--- config.mk ---
export PLATFORM = sky130hd
export DESIGN_NAME = led_matrix_scroller
export DESIGN_NICKNAME = d
export VERILOG_FILES = /design/src/rtl/led_matrix_scroller.sv
export SDC_FILE = /design/constraint.sdc
export NUM_CORES = 1
export LEC_CHECK = 0
export CORE_AREA = 2 2 87 89
export DETAILED_ROUTE_END_ITERATION = 8
export DIE_AREA = 0 0 89 91
export PLACE_DENSITY = 0.57
export SLEW_MARGIN = 20
export SYNTH_ARGS = -nofsm -noshare
export SYNTH_HDL_FRONTEND = slang
export SYNTH_SLANG_ARGS = --single-unit
--- constraint.sdc ---
create_clock -name clk500khz -period 3.29 [get_ports clk500khz]
set_input_delay 0.658 -clock clk500khz [delete_from_list [all_inputs] [get_ports clk500khz]]
set_output_delay 0.658 -clock clk500khz [all_outputs]
set_load 0.05 [all_outputs]
--- src/rtl/led_matrix_scroller.sv ---
// led_matrix_scroller: row-scan LED matrix driver with glyph step/scroll, per-row PWM,
// anti-ghost blanking and content updates applied only at frame boundaries.
module led_matrix_scroller #(
  parameter int N_ROWS      = 8,
  parameter int N_COLS      = 8,
  parameter int N_GLYPHS    = 5,
  parameter int ROW_DWELL   = 256,
  parameter bit MIRROR_COLS = 1,
  parameter bit FLIP_ROWS   = 0
) (
  input  logic                        clk500khz,
  input  logic                        reset_n,
  input  logic                        run,
  input  logic                        frame_tick,
  input  logic                        mode,
  input  logic [3:0]                  bright,
  output logic [$clog2(N_GLYPHS)-1:0] glyph_idx_a,
  output logic [$clog2(N_GLYPHS)-1:0] glyph_idx_b,
  output logic [$clog2(N_ROWS)-1:0]   glyph_row,
  input  logic [N_COLS-1:0]           glyph_bits_a,
  input  logic [N_COLS-1:0]           glyph_bits_b,
  output logic [N_ROWS-1:0]           row_n,
  output logic [N_COLS-1:0]           col,
  output logic                        frame_start
);
  localparam int DW  = $clog2(ROW_DWELL);
  localparam int RW  = $clog2(N_ROWS);
  localparam int GW  = $clog2(N_GLYPHS);
  localparam int TOT = N_GLYPHS * N_COLS;
  localparam int PW  = $clog2(TOT);
  localparam int SW  = $clog2(N_COLS);

  logic [DW-1:0]     r_dwell;
  logic [RW-1:0]     r_row;
  logic [PW-1:0]     r_pos;
  logic              r_pend;
  logic              r_mode;
  logic [3:0]        r_bright;
  logic              w_row_end;
  logic              w_bound;
  logic              w_lit;
  logic [RW-1:0]     w_row_eff;
  logic [PW:0]       w_pos_sum;
  logic [PW-1:0]     w_pos_nxt;
  logic [SW-1:0]     w_sub;
  logic [DW-1:0]     w_thr;
  logic [N_COLS-1:0] w_win;
  logic [N_COLS-1:0] w_col;

  always_comb begin
    w_row_end   = r_dwell == DW'(ROW_DWELL - 1);
    w_bound     = w_row_end && r_row == RW'(N_ROWS - 1);
    w_row_eff   = FLIP_ROWS ? RW'(N_ROWS - 1) - r_row : r_row;
    w_pos_sum   = {1'b0, r_pos} + (r_mode ? (PW+1)'(1) : (PW+1)'(N_COLS));
    w_pos_nxt   = w_pos_sum >= (PW+1)'(TOT) ? PW'(w_pos_sum - (PW+1)'(TOT)) : PW'(w_pos_sum);
    glyph_idx_a = GW'(r_pos / PW'(N_COLS));
    glyph_idx_b = glyph_idx_a == GW'(N_GLYPHS - 1) ? '0 : glyph_idx_a + 1'b1;
    glyph_row   = w_row_eff;
    w_sub       = SW'(r_pos % PW'(N_COLS));
    // Left glyph's tail followed by the right glyph's head, sub columns in.
    w_win       = N_COLS'(({glyph_bits_a, glyph_bits_b} << w_sub) >> N_COLS);
    w_thr       = DW'(r_bright * (ROW_DWELL / 16));
    w_lit       = r_dwell != '0 && r_dwell <= w_thr;
  end

  for (genvar i = 0; i < N_COLS; i++) begin : g_mirror
    assign w_col[i] = MIRROR_COLS ? w_win[N_COLS-1-i] : w_win[i];
  end

  always_ff @(posedge clk500khz or negedge reset_n) begin
    if (!reset_n) begin
      r_dwell     <= '0;
      r_row       <= '0;
      r_pos       <= '0;
      r_pend      <= 1'b0;
      r_mode      <= 1'b0;
      r_bright    <= '0;
      row_n       <= '1;
      col         <= '0;
      frame_start <= 1'b0;
    end else begin
      r_dwell <= w_row_end ? '0 : r_dwell + 1'b1;
      if (w_row_end)
        r_row <= r_row == RW'(N_ROWS - 1) ? '0 : r_row + 1'b1;
      if (r_dwell == '0)
        r_bright <= bright;
      // A tick landing in the boundary cycle carries over to the next frame.
      if (w_bound) begin
        r_mode <= mode;
        r_pend <= run & frame_tick;
        if (mode != r_mode)
          r_pos <= '0;
        else if (r_pend)
          r_pos <= w_pos_nxt;
      end else begin
        r_pend <= run & (r_pend | frame_tick);
      end
      row_n       <= w_lit ? ~(N_ROWS'(1) << w_row_eff) : '1;
      col         <= w_lit ? w_col : '0;
      frame_start <= r_row == '0 && r_dwell == '0;
    end
  end
endmodule

* Yosys cells after proc, flatten, opt, wreduce, memory -nomap -nowiden *
Cells that the tools add are included.

storage, ports and cells
  register bits = 40
  output and inout bits = 26

operators by class
  add/sub/neg operators = 5
  magnitude comparators = 2
  eq/ne operators = 4
  shift-type cells = 2
  multiplexer cells = 10
  bitwise gates (word level) = 4
  reduce and logical (&&, ||, !) cells = 8

operator list
  cell                                                                count
  two-way mux 8 bit                                                   3
  two-way mux 6 bit                                                   3
  << shifter 16 x 3 -> 16 bit                                         1
  adder 8 x 1 -> 8 bit (second input constant)                        1
  equality test 8 bit (second input constant)                         1
  <= comparator 8 bit                                                 1
  logical NOT 8 bit                                                   1
  inverter 8 bit                                                      1
  nonzero test 8 bit                                                  1
  << shifter 1 x 3 -> 8 bit (first input constant)                    1
  adder 6 x 4 -> 7 bit                                                1
  greater-or-equal comparator 7 x 6 -> 1 bit (second input constant)  1
  adder 3 x 1 -> 3 bit (second input constant)                        2
  equality test 3 bit (second input constant)                         2
  two-way mux 3 bit                                                   2
  subtractor 6 bit (second input constant)                            1
  two-way mux 4 bit                                                   1
  logical AND 1 bit                                                   3
  logical NOT 3 bit                                                   1
  bitwise AND 1 bit                                                   2
  AND reduction 2 bit                                                 1
  nonzero test 2 bit                                                  1
  two-way mux 1 bit                                                   1
  inequality test 1 bit                                               1
  bitwise OR 1 bit                                                    1

* Depth between registers and ports, before layout *
Gate-level depths: netlist (run 1).

  depth after elaboration = 6
  gate-level depth with buffers = 9
  gate-level depth less buffers = 9

* Least setup slack after synthesis (run 1) *
OpenSTA, ideal clock, no wires.

  path type = register to output
  start point = register r_pos[4]
  end point = output glyph_idx_b[1]
  data arrival time = 1935 ps
  required time = 2632 ps
  slack = 697 ps
  stages on the path, launching flop included = 4
  path buffers = 0
  path through = dfrtp_1 inv_1 ha_1 a21boi_0

between the ends
  word-level cells in the longest chain between the ends = 2
  elaborated cells between the ends (all ways) = 3
  classes of those cells = add/sub (1); eq/ne (1); mux (1)

ends and longest elaborated chain
  item                                                                line  source
  from (decl)                                                         35    logic [PW-1:0] r_pos;
  from (signal assigned)                                              94    r_pos <= w_pos_nxt;
  adder 3 x 1 -> 3 bit / equality test 3 bit (equally long branches)  57    glyph_idx_b = glyph_idx_a == GW'(N_GLYPHS - 1) ? '0 : glyph_idx_a + 1'b1;
  two-way mux 3 bit *                                                 57
  to (decl)                                                           18    output logic [$clog2(N_GLYPHS)-1:0] glyph_idx_b,

Mark *: on every way between the ends. The rest lies on a longest branch, timed or not.

* Final worst setup path (run 1) *
  start point = register r_pos[4]
  end point = output glyph_idx_b[2]

Same word-level chain as after synthesis.

==> results of run 1 <==
## final cells by class
type                            instances  area, um^2
Fill cell                             727        4060
Clock inverter                          2        15.0
Sequential cell                        40        1010
Timing Repair Buffer                   51         500
Multi-Input combinational cell        153        1290
Tap cell                               99         124
Clock buffer                            6        82.6
Inverter                               15        56.3
## layer usage
| metal | vias up | wire length, um | part of all wire | global-route usage |
|---|---|---|---|---|
| met5 | - | 0 | 0 | 0 |
| met1 | 871 | 2150 | 0.46 | 0.158 |
| met2 | 34 | 2260 | 0.48 | 0.203 |
| met4 | 0 | 70 | 0.015 | 0.0373 |
| li1 | 893 | - | - | - |
| met3 | 7 | 189 | 0.040 | 0.0245 |
## power groups by stage
stage	clock (mW)	sequential [mW]	combinational [mW]
2_1_floorplan	0	0.543	0.0349
3_3_place_gp	0	0.517	0.123
3_5_place_dp	0	0.518	0.124
4_1_cts	0.358	0.508	0.124
5_1_grt	0.371	0.509	0.132
6_report	0.346	0.508	0.122
## Yosys cell counts, types with 2 or more instances
cell type / number
and3_1: 5
a21oi_1: 4
mux2i_1: 17
nand4_1: 8
mux4_2: 3
mux4_1: 5
dfstp_2: 8
nor3_1: 9
nor2b_1: 3
dfrtp_1: 32
nand3b_1: 2
xor2_1: 3
o31ai_1: 2
buf_2: 4
ha_1: 18
o21ai_1: 6
a22o_1: 4
o21ai_0: 3
clkbuf_1: 2
nand3_1: 13
inv_1: 15
nand2b_1: 5
nand2_1: 11
o21a_1: 2
xnor2_1: 5
buf_6: 2
buf_4: 5
nor2_1: 8
or3_1: 2
## sequential cells by signal, indices dropped and copies added, names as in the netlist
signal	count
r_dwell	8
col	8
r_pos	6
row_n	8
r_bright	4
r_pend	1
frame_start	1
r_mode	1
glyph_row	3
## cells by family (layout without fill, tap and decap cells)
family	Yosys count	after routing	synth area share
xor gates and xnor gates	9	9	0.0353
adders and majority gates	18	18	0.0921
buffers and inverters	28	74	0.0588
AOI/OAI and AO/OA	30	30	0.0921
and+or+nand+nor	70	70	0.153
muxes	26	26	0.155
DFF	40	40	0.413
## how the worst min path moves through the flow
stage	to	slack (ps)	cells past startpoint
5_1_grt	r_bright[0]	520	2
3_3_place_gp	r_bright[0]	470	2
2_1_floorplan	col[0]	360	0
6_report	r_bright[0]	470	1
3_5_place_dp	r_bright[0]	480	2
4_1_cts	r_bright[0]	500	2
## critical path: cells and delay by family, from the launching register on
family                   cells  cell delay, ps
buffers and inverters        2             900
flip-flops                   1             520
adder cells (fa/ha/maj)      1             210
AND/OR/NAND/NOR              1             140
multiplexers                 1             130
==> metrics.csv, run 1 <==
stage,metric,value,unit
synth,yosys warns,0,
final_layout,Post-layout nets,309,
synth,post-synth top area share,0.327,
worst_setup_path,CP max stage delay,820,ps
placed_design,gpl congestion,0.766,
power_and_ir_drop,total power,975,uW
worst_setup_path,Worst Setup EP,glyph_idx_b[2],
final_layout,Post-Layout Cell Count,366,
power_and_ir_drop,Peak VDD IR,0.136,mV
worst_setup_path,Critical Path Fanout Max,9,
route,Antenna Nets Post-Route,0,
floorplanning,initial core utilization,0.343,
sta,Final WS setup,449,ps
worst_setup_path,cells along the critical path,inv_1 -> ha_1 -> nand2b_1 -> mux2i_1 -> clkdlybuf4s50_1,
worst_setup_path,Crit-path slowest cell,clkdlybuf4s50_1,
clock_tree,clock-pin slew on the worst setup and hold paths,80,ps
sta,Tmin final,2840,ps
sta,maximum operating frequency,352,MHz
global_route,first-pass GRT wire length,7.94,mm
sta,"Slew Viols, Final",0,
final_layout,"most common cell after layout, fill and taps aside",clkdlybuf4s50_1,
sta,Max Clock Skew,2.21,ps
power_and_ir_drop,Clock Power Share,0.355,
worst_setup_path,Critical Path AT,2180,ps
synth,Syn Nets,264,
power_and_ir_drop,internal power,729,uW
power_and_ir_drop,LEAKAGE,1.24,nW
sta,Max-Slew Margin vs Limit,0.423,
final_layout,cell area after layout,0.00308,mm^2
sta,Fin. Hold Viols,0,
worst_setup_path,beginning of the critical path,r_pos[4],
final_layout,"commonest non-fill, non-tap cells in the layout","48 x clkdlybuf4s50_1, 32 x dfrtp_1, 18 x ha_1",
route,drt drc,0,
global_route,initial antenna violation count,0,
floorplanning,width of the die,89,um
worst_setup_path,CP required,2630,ps
worst_setup_path,worst r2r src,r_pos[1],
worst_setup_path,Crit. End Element,output port,
synth,Yosys cell types,44,
clock_tree,clock sinks,40,
placed_design,Detail Placement HPWL,3.51,mm
synth,"Seq/Total Area, Yosys",0.413,
job,Max Cap Viol,0,
placed_design,area post-placement,0.00298,mm^2
final_layout,Area Growth Syn to Fin,25.9,%
floorplanning,IO Pins,51,
route,wire length per cell,12.8,um
clock_tree,H-tree levels,2,
synth,top post-synthesis cells by area,"dfrtp_1 33%, ha_1 9.2%, dfstp_2 8.6%",
clock_tree,cts hold-fix bufs,0,
final_layout,Antenna diodes,0,
synth,Mapped Cells,221,
global_route,GR Overflow Total,0,
global_route,vias in the first global route,1727,
clock_tree,CTS resizes,0,
placed_design,dpl cells,358,
worst_setup_path,WS Path Type,reg -> out,
worst_setup_path,Worst R2R Setup Slack,750,ps
clock_tree,clock latency on the worst-skew pair,290,ps
clock_tree,Post-CTS Setup Bufs,0,
global_route,largest net degree at the start of global routing,41,
power_and_ir_drop,Comb power frac,0.125,
synth,Post-synth EDFFs,0,
power_and_ir_drop,Sw Ratio,0.252,
floorplanning,Cell Rows,31,
clock_tree,TritonCTS Buffers,5,
synth,synthesis-stage register bit count,40,
synth,main flop type after synthesis,dfrtp_1,
route,Detailed Route Iter0 Violations,106,
route,via count,1805,
sta,hold_ws,471,ps
run_status,status,"finished, final reports clean",
placed_design,pre-CTS WS,744,ps
sta,final period utilization,0.863,
sta,unrepaired setup endpoints after global routing,false,
floorplanning,area of the core,0.00714,mm^2
floorplanning,DIE AREA,0.00810,mm^2
worst_setup_path,FF-to-FF End,r_pos[4],
power_and_ir_drop,pwr dens,317,mW/mm^2
sta,Slew @ Worst Pin,866,ps
clock_tree,CTS max path bufs,2,
sta,setup violators final,0,
final_layout,layout cell share with drive strength beyond 1,0.101,
route,vias per cell,4.93,
clock_tree,CTS tree,built,
floorplanning,die height,91,um
route,final wirelength,4.67,mm
synth,syn avg cell area,11.1,um^2
clock_tree,CTS Root Cell,clkbuf_8,
route,drt first pass iters,4,
synth,cell area after synthesis,0.00245,mm^2
min_path,Min-Delay Path Class,in -> async,
synth,"area leader, netlist",dfrtp_1,
worst_setup_path,crit start category,flip-flop,
global_route,Total GRT Usage,0.122,
synth,Post-synth ARST share,1.00,
worst_setup_path,R2R depth,8,
power_and_ir_drop,Sw Pwr,246,uW
sta,setup tns final,0,ps
placed_design,IO Port Bufs,49,
power_and_ir_drop,Seq pwr share,0.520,
final_layout,"Core Util, Final",0.432,
Note: power is estimated with default switching activity, not from simulation.
==> inputs of run 2 (changes only) <==
--- a/config.mk
+++ b/config.mk
@@ -13,3 +13,4 @@
 export SYNTH_ARGS = -nofsm -noshare
 export SYNTH_HDL_FRONTEND = slang
 export SYNTH_SLANG_ARGS = --single-unit
+export TNS_END_PERCENT = 50
==> results of run 2 <==
Final layout, timing and power as in run 1 (identical DEF).
